==> src/rtl/jkb_pkg.sv <==
// Shared opcode and FSM state encodings for the JK bank controller.
package jkb_pkg;

  localparam logic [2:0] OP_HOLD   = 3'd0;
  localparam logic [2:0] OP_LOAD   = 3'd1;
  localparam logic [2:0] OP_CLEAR  = 3'd2;
  localparam logic [2:0] OP_SET    = 3'd3;
  localparam logic [2:0] OP_TOGGLE = 3'd4;
  localparam logic [2:0] OP_UP     = 3'd5;
  localparam logic [2:0] OP_DOWN   = 3'd6;
  localparam logic [2:0] OP_RSVD   = 3'd7;

  typedef enum logic [1:0] {
    ST_IDLE  = 2'd0,
    ST_APPLY = 2'd1,
    ST_RUN   = 2'd2,
    ST_DONE  = 2'd3
  } state_t;

endpackage

==> src/rtl/jk_bit_cell.sv <==
// Single JK flip-flop: 00 hold, 01 clear, 10 set, 11 toggle; async clear on R.
module jk_bit_cell (
  input  logic Clk,
  input  logic R,
  input  logic J,
  input  logic K,
  output logic Q
);

  always_ff @(posedge Clk or posedge R) begin
    if (R) begin
      Q <= 1'b0;
    end else begin
      case ({J, K})
        2'b01:   Q <= 1'b0;
        2'b10:   Q <= 1'b1;
        2'b11:   Q <= ~Q;
        default: Q <= Q;
      endcase
    end
  end

endmodule

==> src/rtl/jk_bank_ctrl.sv <==
// Sequences a bank of JK cells from one valid/ready command at a time; single ops take 1 edge, counts N edges.
// cmd_ready only in IDLE; JKB_SAT_EN makes UP/DOWN saturate and report sat.
module jk_bank_ctrl
  import jkb_pkg::*;
#(
  parameter int WIDTH  = 4,
  parameter int STEP_W = 8
) (
  input  logic              Clk,
  input  logic              R,
  input  logic              cmd_valid,
  output logic              cmd_ready,
  input  logic [2:0]        cmd_op,
  input  logic [WIDTH-1:0]  cmd_data,
  input  logic [STEP_W-1:0] cmd_steps,
  output logic [WIDTH-1:0]  q,
  output logic              busy,
  output logic              done,
  output logic              err,
  output logic              sat
);

  state_t              state_q, state_d;
  logic [2:0]          op_q, op_d;
  logic [WIDTH-1:0]    data_q, data_d;
  logic [STEP_W-1:0]   cnt_q, cnt_d;
  logic [WIDTH-1:0]    j_drv, k_drv;
  logic [WIDTH-1:0]    qv, lm, tgl;
`ifdef JKB_SAT_EN
  logic                sat_q, sat_d;
  logic                at_bound;
`endif

  genvar g;
  generate
    for (g = 0; g < WIDTH; g++) begin : g_cell
      jk_bit_cell u_cell (
        .Clk (Clk),
        .R   (R),
        .J   (j_drv[g]),
        .K   (k_drv[g]),
        .Q   (q[g])
      );
    end
  endgenerate

  // Counting down is counting up on the inverted bank: bit i flips when all lower bits carry/borrow.
  always_comb begin
    qv  = (op_q == OP_UP) ? q : ~q;
    lm  = '0;
    tgl = '0;
    for (int i = 0; i < WIDTH; i++) begin
      lm     = WIDTH'((1 << i) - 1);
      tgl[i] = &(qv | ~lm);
    end
`ifdef JKB_SAT_EN
    at_bound = &qv;
    if (at_bound) tgl = '0;
`endif
  end

  always_comb begin
    state_d = state_q;
    op_d    = op_q;
    data_d  = data_q;
    cnt_d   = cnt_q;
    j_drv   = '0;
    k_drv   = '0;
`ifdef JKB_SAT_EN
    sat_d   = sat_q;
`endif
    case (state_q)
      ST_IDLE: begin
        if (cmd_valid) begin
          op_d   = cmd_op;
          data_d = cmd_data;
          cnt_d  = cmd_steps;
`ifdef JKB_SAT_EN
          sat_d  = 1'b0;
`endif
          if (cmd_op == OP_UP || cmd_op == OP_DOWN) begin
            state_d = (cmd_steps != '0) ? ST_RUN : ST_DONE;
          end else begin
            state_d = ST_APPLY;
          end
        end
      end
      ST_APPLY: begin
        case (op_q)
          OP_LOAD: begin
            j_drv = data_q;
            k_drv = ~data_q;
          end
          OP_CLEAR:  k_drv = '1;
          OP_SET:    j_drv = '1;
          OP_TOGGLE: begin
            j_drv = data_q;
            k_drv = data_q;
          end
          default: ;
        endcase
        state_d = ST_DONE;
      end
      ST_RUN: begin
        j_drv = tgl;
        k_drv = tgl;
        cnt_d = cnt_q - 1'b1;
`ifdef JKB_SAT_EN
        if (at_bound) sat_d = 1'b1;
`endif
        if (cnt_q == STEP_W'(1)) state_d = ST_DONE;
      end
      ST_DONE: state_d = ST_IDLE;
      default: state_d = ST_IDLE;
    endcase
  end

  always_ff @(posedge Clk or posedge R) begin
    if (R) begin
      state_q <= ST_IDLE;
      op_q    <= OP_HOLD;
      data_q  <= '0;
      cnt_q   <= '0;
    end else begin
      state_q <= state_d;
      op_q    <= op_d;
      data_q  <= data_d;
      cnt_q   <= cnt_d;
    end
  end

`ifdef JKB_SAT_EN
  always_ff @(posedge Clk or posedge R) begin
    if (R) sat_q <= 1'b0;
    else   sat_q <= sat_d;
  end
  assign sat = sat_q;
`else
  assign sat = 1'b0;
`endif

  assign cmd_ready = (state_q == ST_IDLE);
  assign busy      = (state_q == ST_APPLY) || (state_q == ST_RUN);
  assign done      = (state_q == ST_DONE);
  assign err       = done && (op_q == OP_RSVD);

endmodule

==> config.mk <==
export PLATFORM = sky130hd
export DESIGN_NAME = jk_bank_ctrl
export DESIGN_NICKNAME = d
export VERILOG_FILES = /design/src/rtl/jkb_pkg.sv /design/src/rtl/jk_bit_cell.sv /design/src/rtl/jk_bank_ctrl.sv
export SDC_FILE = /design/constraint.sdc
export NUM_CORES = 1
export LEC_CHECK = 0
export ABC_CLOCK_PERIOD_IN_PS = 2540
export CAP_MARGIN = 10
export CORE_MARGIN = 5
export CORE_UTILIZATION = 46
export CTS_CLUSTER_DIAMETER = 150
export DETAILED_ROUTE_END_ITERATION = 8
export PLACE_DENSITY = 0.71
export SETUP_SLACK_MARGIN = 0.2
export SLEW_MARGIN = 20
export SYNTH_ARGS = -nofsm -noshare
export SYNTH_HDL_FRONTEND = slang
export SYNTH_SLANG_ARGS = --single-unit
==> constraint.sdc <==
create_clock -name Clk -period 2.54 [get_ports Clk]
set_clock_uncertainty 0.2 [all_clocks]
set_input_delay 0.508 -clock Clk [delete_from_list [all_inputs] [get_ports Clk]]
set_output_delay 0.508 -clock Clk [all_outputs]
set_load 0.02 [all_outputs]
==> impl_metrics.yaml, run 1 <==
clock_network:
  htree_levels: 1
  clock-root-buffer: "clkbuf_4"
  cts_tree: "built"
  postCtsResizedCells: 3
  clk_pin_slew_ns: 0.12
  clock_sinks: 21
  cts_setup_buffers: 0
  hold_buffers: 0
  clk_latency_ns: 0.31
  cts_buffers: 3
  clockBufferDepth: 2
finish:
  fill_cells: 320
  drive_above_1_share: 0.120
  layout.nets: 226
  final_util: 0.565
  final_cells: 246
  insertedDiodeCount: 0
  area.growth.synth_to_final_pct: 17.6
place:
  io_buffer_count: 25
  dp_cells: 242
  dp_hpwl_um: 2830
  gp_congestion: 0.855
  place_ws_ns: 0.380
synthesis:
  ys_types: 57
  ys_seq_area_frac: 0.325
  synth_xor_area_frac: 0.0108
  synthSimpleGateAreaFrac: 0.217
  synthAdderAreaFrac: 0.0541
  synth_ff_type: "dfrtp_1"
  syn-cell-area_mm2: 0.00162
  synth-edff-count: 0
  synth_top_family_by_area: "simple AND/OR/NAND/NOR gates"
  ys_async_sr_fraction: 1.00
  synth_compound_area_frac: 0.216
  ys_ff_latch: 21
  synth.area.mux_share: 0.0889
  ys_warn_count: 0
  synth_fp_nets: 204
  synthCells: 179
  synth_area_per_cell_um2: 9.04
pwr:
  comb_power_share: 0.616
  p_per_area_mw_per_mm2: 1190
  intPower_uw: 1210
  p_sw_frac: 0.461
  vdd_drop_max_uv: 506
  pwr-share-seq: 0.309
  p_leak_uw: 0.000791
  clkPwrFrac: 0.075
  p_switching_uw: 1040
run_status:
  status: "completed"
detailed_routing:
  drc: 0
  detail_route.first_pass.iterations: 4
  drt_iter0_drc: 85
  wl_um: 3660
  drt-wirelength-per-cell_um: 14.9
  num_vias: 1399
  ant_nets: 0
  via_per_inst: 5.69
run:
  maxCapViolCount: 0
timing:
  layout_min_cycle_time_ns: 2.24
  finalHoldViolCount: 0
  finalSetupViolCount: 0
  fin_setup_tns_ns: 0
  rsz0062_at_grt: "no"
  holdWs_ns: 0.267
  worst_slack_ns: 0.297
  relSlewSlack: 0.622
  period_share: 0.883
  timing.fmax_ghz: 0.446
  worst_slew_pin_slew_ns: 0.565
  slew_violations: 0
die:
  dieWidth_um: 69.3
  start_util: 0.481
  core_mm2: 0.00336
  ioPinCount: 27
  die_area_mm2: 0.00480
  fp.dieH_um: 69.3
  num_rows: 21
grt:
  grt_max_degree: 19
  grt_use_total: 0.160
  grt_pass1_vias: 1379
  grt_overflow: 0
  grt_pass1_wl_um: 6460
  antenna_found_initial: 0
setup_path:
  slowest_stage: "clkdlybuf4s50_1"
  cp_num_buf_inv: 1
  startpoint: "state_q[1]"
  crit_fanout: 4
  critPathRequiredTime_ns: 1.83
  path_cells: "ha_1, clkdlybuf4s50_1"
  end_kind: "output pin"
  reg2reg_to: "cnt_q[5]"
  r2r_slack_ns: 0.41
  crit_type: "flop to output pin"
  max_stage_delay_ns: 0.61
  arrival_ns: 1.53
  reg2reg_depth: 7
  path_delay_family: "buffers and inverters"
  start_kind: "flop"
  r2r-start: "state_q[0]"
worst_hold_path:
  holdCritPathClass: "input pin to asynchronous set/reset pin"
[stage by stage]
stage               area (um2)  total power [uW]
finish                    1900              2250
global route              1900              2480
CTS                       1900              2260
global placement          1880              2070
detailed placement        1880              2100
floorplan                 1620              1760
[registers in the layout, summed over array words and instances (netlist names)]
| register | count |
|---|---|
| state_q | 2 |
| op_q | 3 |
| cnt_q | 8 |
| g_cell.u_cell.Q | 4 |
| data_q | 4 |
[worst max path at each step]
| stage | to | slack, ns | depth (start not counted) |
|---|---|---|---|
| 3_3_place_gp | cnt_q[6] | 0.42 | 5 |
| 4_1_cts | done | 0.29 | 2 |
| 5_1_grt | done | 0.23 | 2 |
| 2_1_floorplan | cnt_q[7] | 0.60 | 7 |
| 3_5_place_dp | cnt_q[2] | 0.38 | 5 |
| 6_report | done | 0.30 | 2 |
[synthesized netlist by cell type (all sizes together) (3+ instances only)]
cell type / number / area share
a211o: 3 / 0.016
a21oi: 10 / 0.031
buf: 12 / 0.054
clkbuf: 3 / 0.0070
dfrtp: 21 / 0.32
ha: 7 / 0.054
inv: 11 / 0.026
mux2: 8 / 0.058
mux2i: 5 / 0.031
nand2: 11 / 0.026
nand2b: 3 / 0.012
nand3: 5 / 0.015
nor2: 13 / 0.030
nor2b: 3 / 0.012
nor3b: 4 / 0.022
o21ai: 8 / 0.027
o22a: 4 / 0.022
o22ai: 6 / 0.023
[routing by layer]
layer / vias up / global-route usage / share of wire
li1: 695 / - / -
met1: 658 / 0.236 / 0.48
met2: 44 / 0.248 / 0.46
met3: 2 / 0.0246 / 0.053
met4: 0 / 0.0325 / 0.0060
met5: - / 0 / 0
[cell families after synthesis]
family | after synthesis
other cells | 1
buf+inv | 26
compound gates | 50
flops | 21
simple gates | 59
fa+ha+maj | 7
mux | 13
xor+xnor | 2
[worst reg2reg max path: stages (launching register included)]
cell       delay [ns]
dfrtp_1          0.42
inv_1            0.14
ha_1             0.27
buf_4            0.27
inv_2            0.11
a32oi_1          0.22
o2bb2ai_1        0.11
a211o_1          0.29
[power groups by stage]
stage	sequential, uW	clock [uW]	combinational, uW
global route	735	192	1550
finish	697	168	1390
floorplan	646	0	1110
detailed placement	700	0	1400
global placement	686	0	1380
CTS	692	175	1390
[cells in the final DEF, fill, tap and decap left out, types with 4 or more instances in the layout]
| master | count |
|---|---|
| o22ai_1 | 6 |
| dfrtp_1 | 21 |
| nand2_1 | 11 |
| o21ai_0 | 6 |
| nor2_1 | 13 |
| buf_4 | 7 |
| clkdlybuf4s50_1 | 22 |
| nand3_1 | 5 |
| mux2_2 | 7 |
| o22a_1 | 4 |
| ha_1 | 7 |
| inv_1 | 10 |
| a21oi_1 | 10 |
| mux2i_1 | 5 |
[final cells by class]
type,count,area [um2],area share
flip-flops and latches,21,526,0.276
well taps,46,57.6,0.0303
repair buffers,32,299,0.157
inverters,11,41.3,0.0217
multi-input cells,132,952,0.501
clock buffers,4,26.3,0.0138
No activity file was read; power rests on OpenSTA's default activity.
==> run 2, diff against run 1 <==
--- a/config.mk
+++ b/config.mk
@@ -6,7 +6,6 @@
 export NUM_CORES = 1
 export LEC_CHECK = 0
 export ABC_CLOCK_PERIOD_IN_PS = 2540
-export CAP_MARGIN = 10
 export CORE_MARGIN = 5
 export CORE_UTILIZATION = 46
 export CTS_CLUSTER_DIAMETER = 150
==> results of run 2 <==
Final layout, timing and power as in run 1 (identical DEF).
==> run 3, diff against run 2 <==
--- a/config.mk
+++ b/config.mk
@@ -5,14 +5,15 @@
 export SDC_FILE = /design/constraint.sdc
 export NUM_CORES = 1
 export LEC_CHECK = 0
-export ABC_CLOCK_PERIOD_IN_PS = 2540
+export ABC_CLOCK_PERIOD_IN_PS = 2200
 export CORE_MARGIN = 5
 export CORE_UTILIZATION = 46
 export CTS_CLUSTER_DIAMETER = 150
 export DETAILED_ROUTE_END_ITERATION = 8
-export PLACE_DENSITY = 0.71
+export PLACE_DENSITY = 0.72
 export SETUP_SLACK_MARGIN = 0.2
 export SLEW_MARGIN = 20
 export SYNTH_ARGS = -nofsm -noshare
 export SYNTH_HDL_FRONTEND = slang
+export SYNTH_HIERARCHICAL = 1
 export SYNTH_SLANG_ARGS = --single-unit
==> constraint.sdc (replaced) <==
create_clock -name Clk -period 2.2 [get_ports Clk]
set_clock_uncertainty 0.2 [all_clocks]
set_input_delay 0.44 -clock Clk [delete_from_list [all_inputs] [get_ports Clk]]
set_output_delay 0.44 -clock Clk [all_outputs]
set_load 0.02 [all_outputs]
==> run 3 against run 2 <==
Net effect: first-iteration DRC count up 29%; combinational power grew 19%; critical path depth increased by 2; largest cell class unchanged; sequential cell count unchanged; synthesized cell count shrank 6.7%; non-clock buffer count rose by 7; final area shrank 0.26%; die area down 8.6%.
==> impl_metrics.yaml, run 3 <==
synthesis:
  ys_warn_count: 6
  synth_fp_nets: 192
  synth_top_family_by_area: "compound AO/OA/AOI/OAI gates"
  yosys.area.top_type: "dfrtp_1"
  synth.top_cells.by_count: "dfrtp_1, a21oi_1, nor2_1, o21ai_0, inv_1"
  synth.most_common_cell: "dfrtp_1"
  synth_xor_area_frac: 0.0120
  synthTopCellsByArea: "dfrtp_1, ha_1, a21oi_1"
  synth_top_area_frac: 0.361
  synth_ff_type: "dfrtp_1"
  ys_async_sr_fraction: 1.00
  ys_seq_area_frac: 0.361
  synth_compound_area_frac: 0.226
  synth.area.mux_share: 0.0893
  synthSimpleGateAreaFrac: 0.185
  synth_area_per_cell_um2: 8.72
  synth-edff-count: 0
  synthCells: 167
  synthAdderAreaFrac: 0.0601
  ys_ff_latch: 21
  syn-cell-area_mm2: 0.00146
  ys_types: 42
detailed_routing:
  num_vias: 1385
  via_per_inst: 5.56
  drt_iter0_drc: 110
  wl_um: 3710
  detail_route.first_pass.iterations: 4
  drc: 0
  ant_nets: 0
  drt-wirelength-per-cell_um: 14.9
clock_network:
  cts_tree: "built"
  clk_latency_ns: 0.30
  clock_sinks: 21
  htree_levels: 1
  cts_buffers: 3
  clk_pin_slew_ns: 0.12
  clock-root-buffer: "clkbuf_4"
  clockBufferDepth: 2
die:
  die_area_mm2: 0.00439
  fp.dieH_um: 66.3
  dieWidth_um: 66.3
  num_rows: 20
  core_mm2: 0.00305
  start_util: 0.477
  ioPinCount: 27
finish:
  largest_reg_flops: 8
  insertedDiodeCount: 0
  drive_above_1_share: 0.210
  layout_common_cells: "dfrtp_1, clkdlybuf4s50_1, o21ai_0, nor2_1, a21oi_1"
  layout.nets: 231
  area.growth.synth_to_final_pct: 30.2
  top_register: "cnt_q"
  final_common_cell: "dfrtp_1"
  largestRegisters: "cnt_q x8, data_q x4, g_cell.u_cell/Q x4"
  final_cells: 249
grt:
  antenna_found_initial: 0
  grt_pass1_vias: 1356
  grt_max_degree: 19
  grt_pass1_wl_um: 5950
  grt_overflow: 0
  grt_use_total: 0.170
place:
  gp_congestion: 0.842
  dp_cells: 237
  dp_hpwl_um: 2730
  place_ws_ns: 0.0881
  io_buffer_count: 25
pwr:
  p_per_area_mw_per_mm2: 1410
  vdd_drop_max_uv: 595
  p_leak_uw: 0.000816
timing:
  finalHoldViolCount: 0
  layout_min_cycle_time_ns: 2.01
  fin_setup_tns_ns: 0
  period_share: 0.911
  finalSetupViolCount: 0
  slew_violations: 0
  rsz0062_at_grt: "yes"
  timing.fmax_ghz: 0.499
  worst_slack_ns: 0.195
worst_hold_path:
  holdCritPathClass: "input pin to asynchronous set/reset pin"
setup_path:
  critPathRequiredTime_ns: 2.19
  start_kind: "flop"
  crit_fanout: 3
  arrival_ns: 2.00
  crit_type: "flop to flop"
  r2r_slack_ns: 0.19
  reg2reg_depth: 4
  end_kind: "flop"
run:
  maxCapViolCount: 0
run_status:
  status: "completed"
run 3: changes by cell type in the layout (fill, tap and decap cells not counted), sizes merged, moves of 3 or more:
cell and change:
or4 +4, buf +8, a21oi +6, a211o -3, o21ai +10, a22oi +4, inv +3, clkdlybuf4s50 -4
nor2 +3
run 3: path summary, 6_finish.rpt:
path,from,endpoint
hold reg to reg,g_cell[3].u_cell/Q,g_cell[3].u_cell/Q
setup reg to reg,cnt_q[2],state_q[1]
hold / removal,R,g_cell[0].u_cell/Q
max in group asynchronous,R,cnt_q[4]
min in group Clk,g_cell[3].u_cell/Q,g_cell[3].u_cell/Q
setup / recovery,cnt_q[2],state_q[1]
run 3: metrics by stage:
step	hold slack [ns]	cell area (um2)	utilization	power (uW)
after global routing	0.180	1900	0.621	2910
after global placement	0.250	1770	0.578	2250
after CTS	0.164	1830	0.601	2550
after detailed placement	0.267	1770	0.578	2320
final	0.173	1900	0.621	2680
after floorplan	-0.0313	1460	-	1840
run 3: critical path, cell delays in order (launching register included):
cell and delay, ns:
dfrtp_1 0.42, or4_4 0.55, nor4b_4 0.31, o21ai_2 0.11, mux2_4 0.31
run 3: kinds of logic (layout without fill, tap and decap cells):
family          count (synthesis)  in the layout
compound gates                 55             55
xor+xnor                        2              2
fa+ha+maj                       7              7
buf+inv                        19             57
flops                          21             21
mux                            12             12
other cells                     1              1
simple gates                   50             50
run 3: final cells by class:
cell class | count | area [um2]
timing repair buffer | 39 | 342
tap | 44 | 55.1
fill | 274 | 1160
clock buffer | 4 | 26.3
inverter | 14 | 52.6
sequential | 21 | 527
multi-input combinational | 127 | 895
run 3: per-layer routing:
layer / wire, um / global-route usage / vias up
met5: 0 / 0 / -
met4: 44 / 0.0558 / 0
met3: 240 / 0.0459 / 8
met2: 1880 / 0.291 / 40
met1: 1550 / 0.203 / 661
li1: - / - / 676
run 3: timing repair:
item	in CTS	in global routing
gates resized for setup	16	13
hold buffers	0	0
endpoints found under the setup margin	9	6
pin swaps	1	3
setup buffers	5	3
run 3: power by group:
part	internal (uW)	switching, uW	leakage (uW)
Sequential	587	246	0.000240
Combinational	780	877	0.000561
Clock	70.5	116	0.0000150
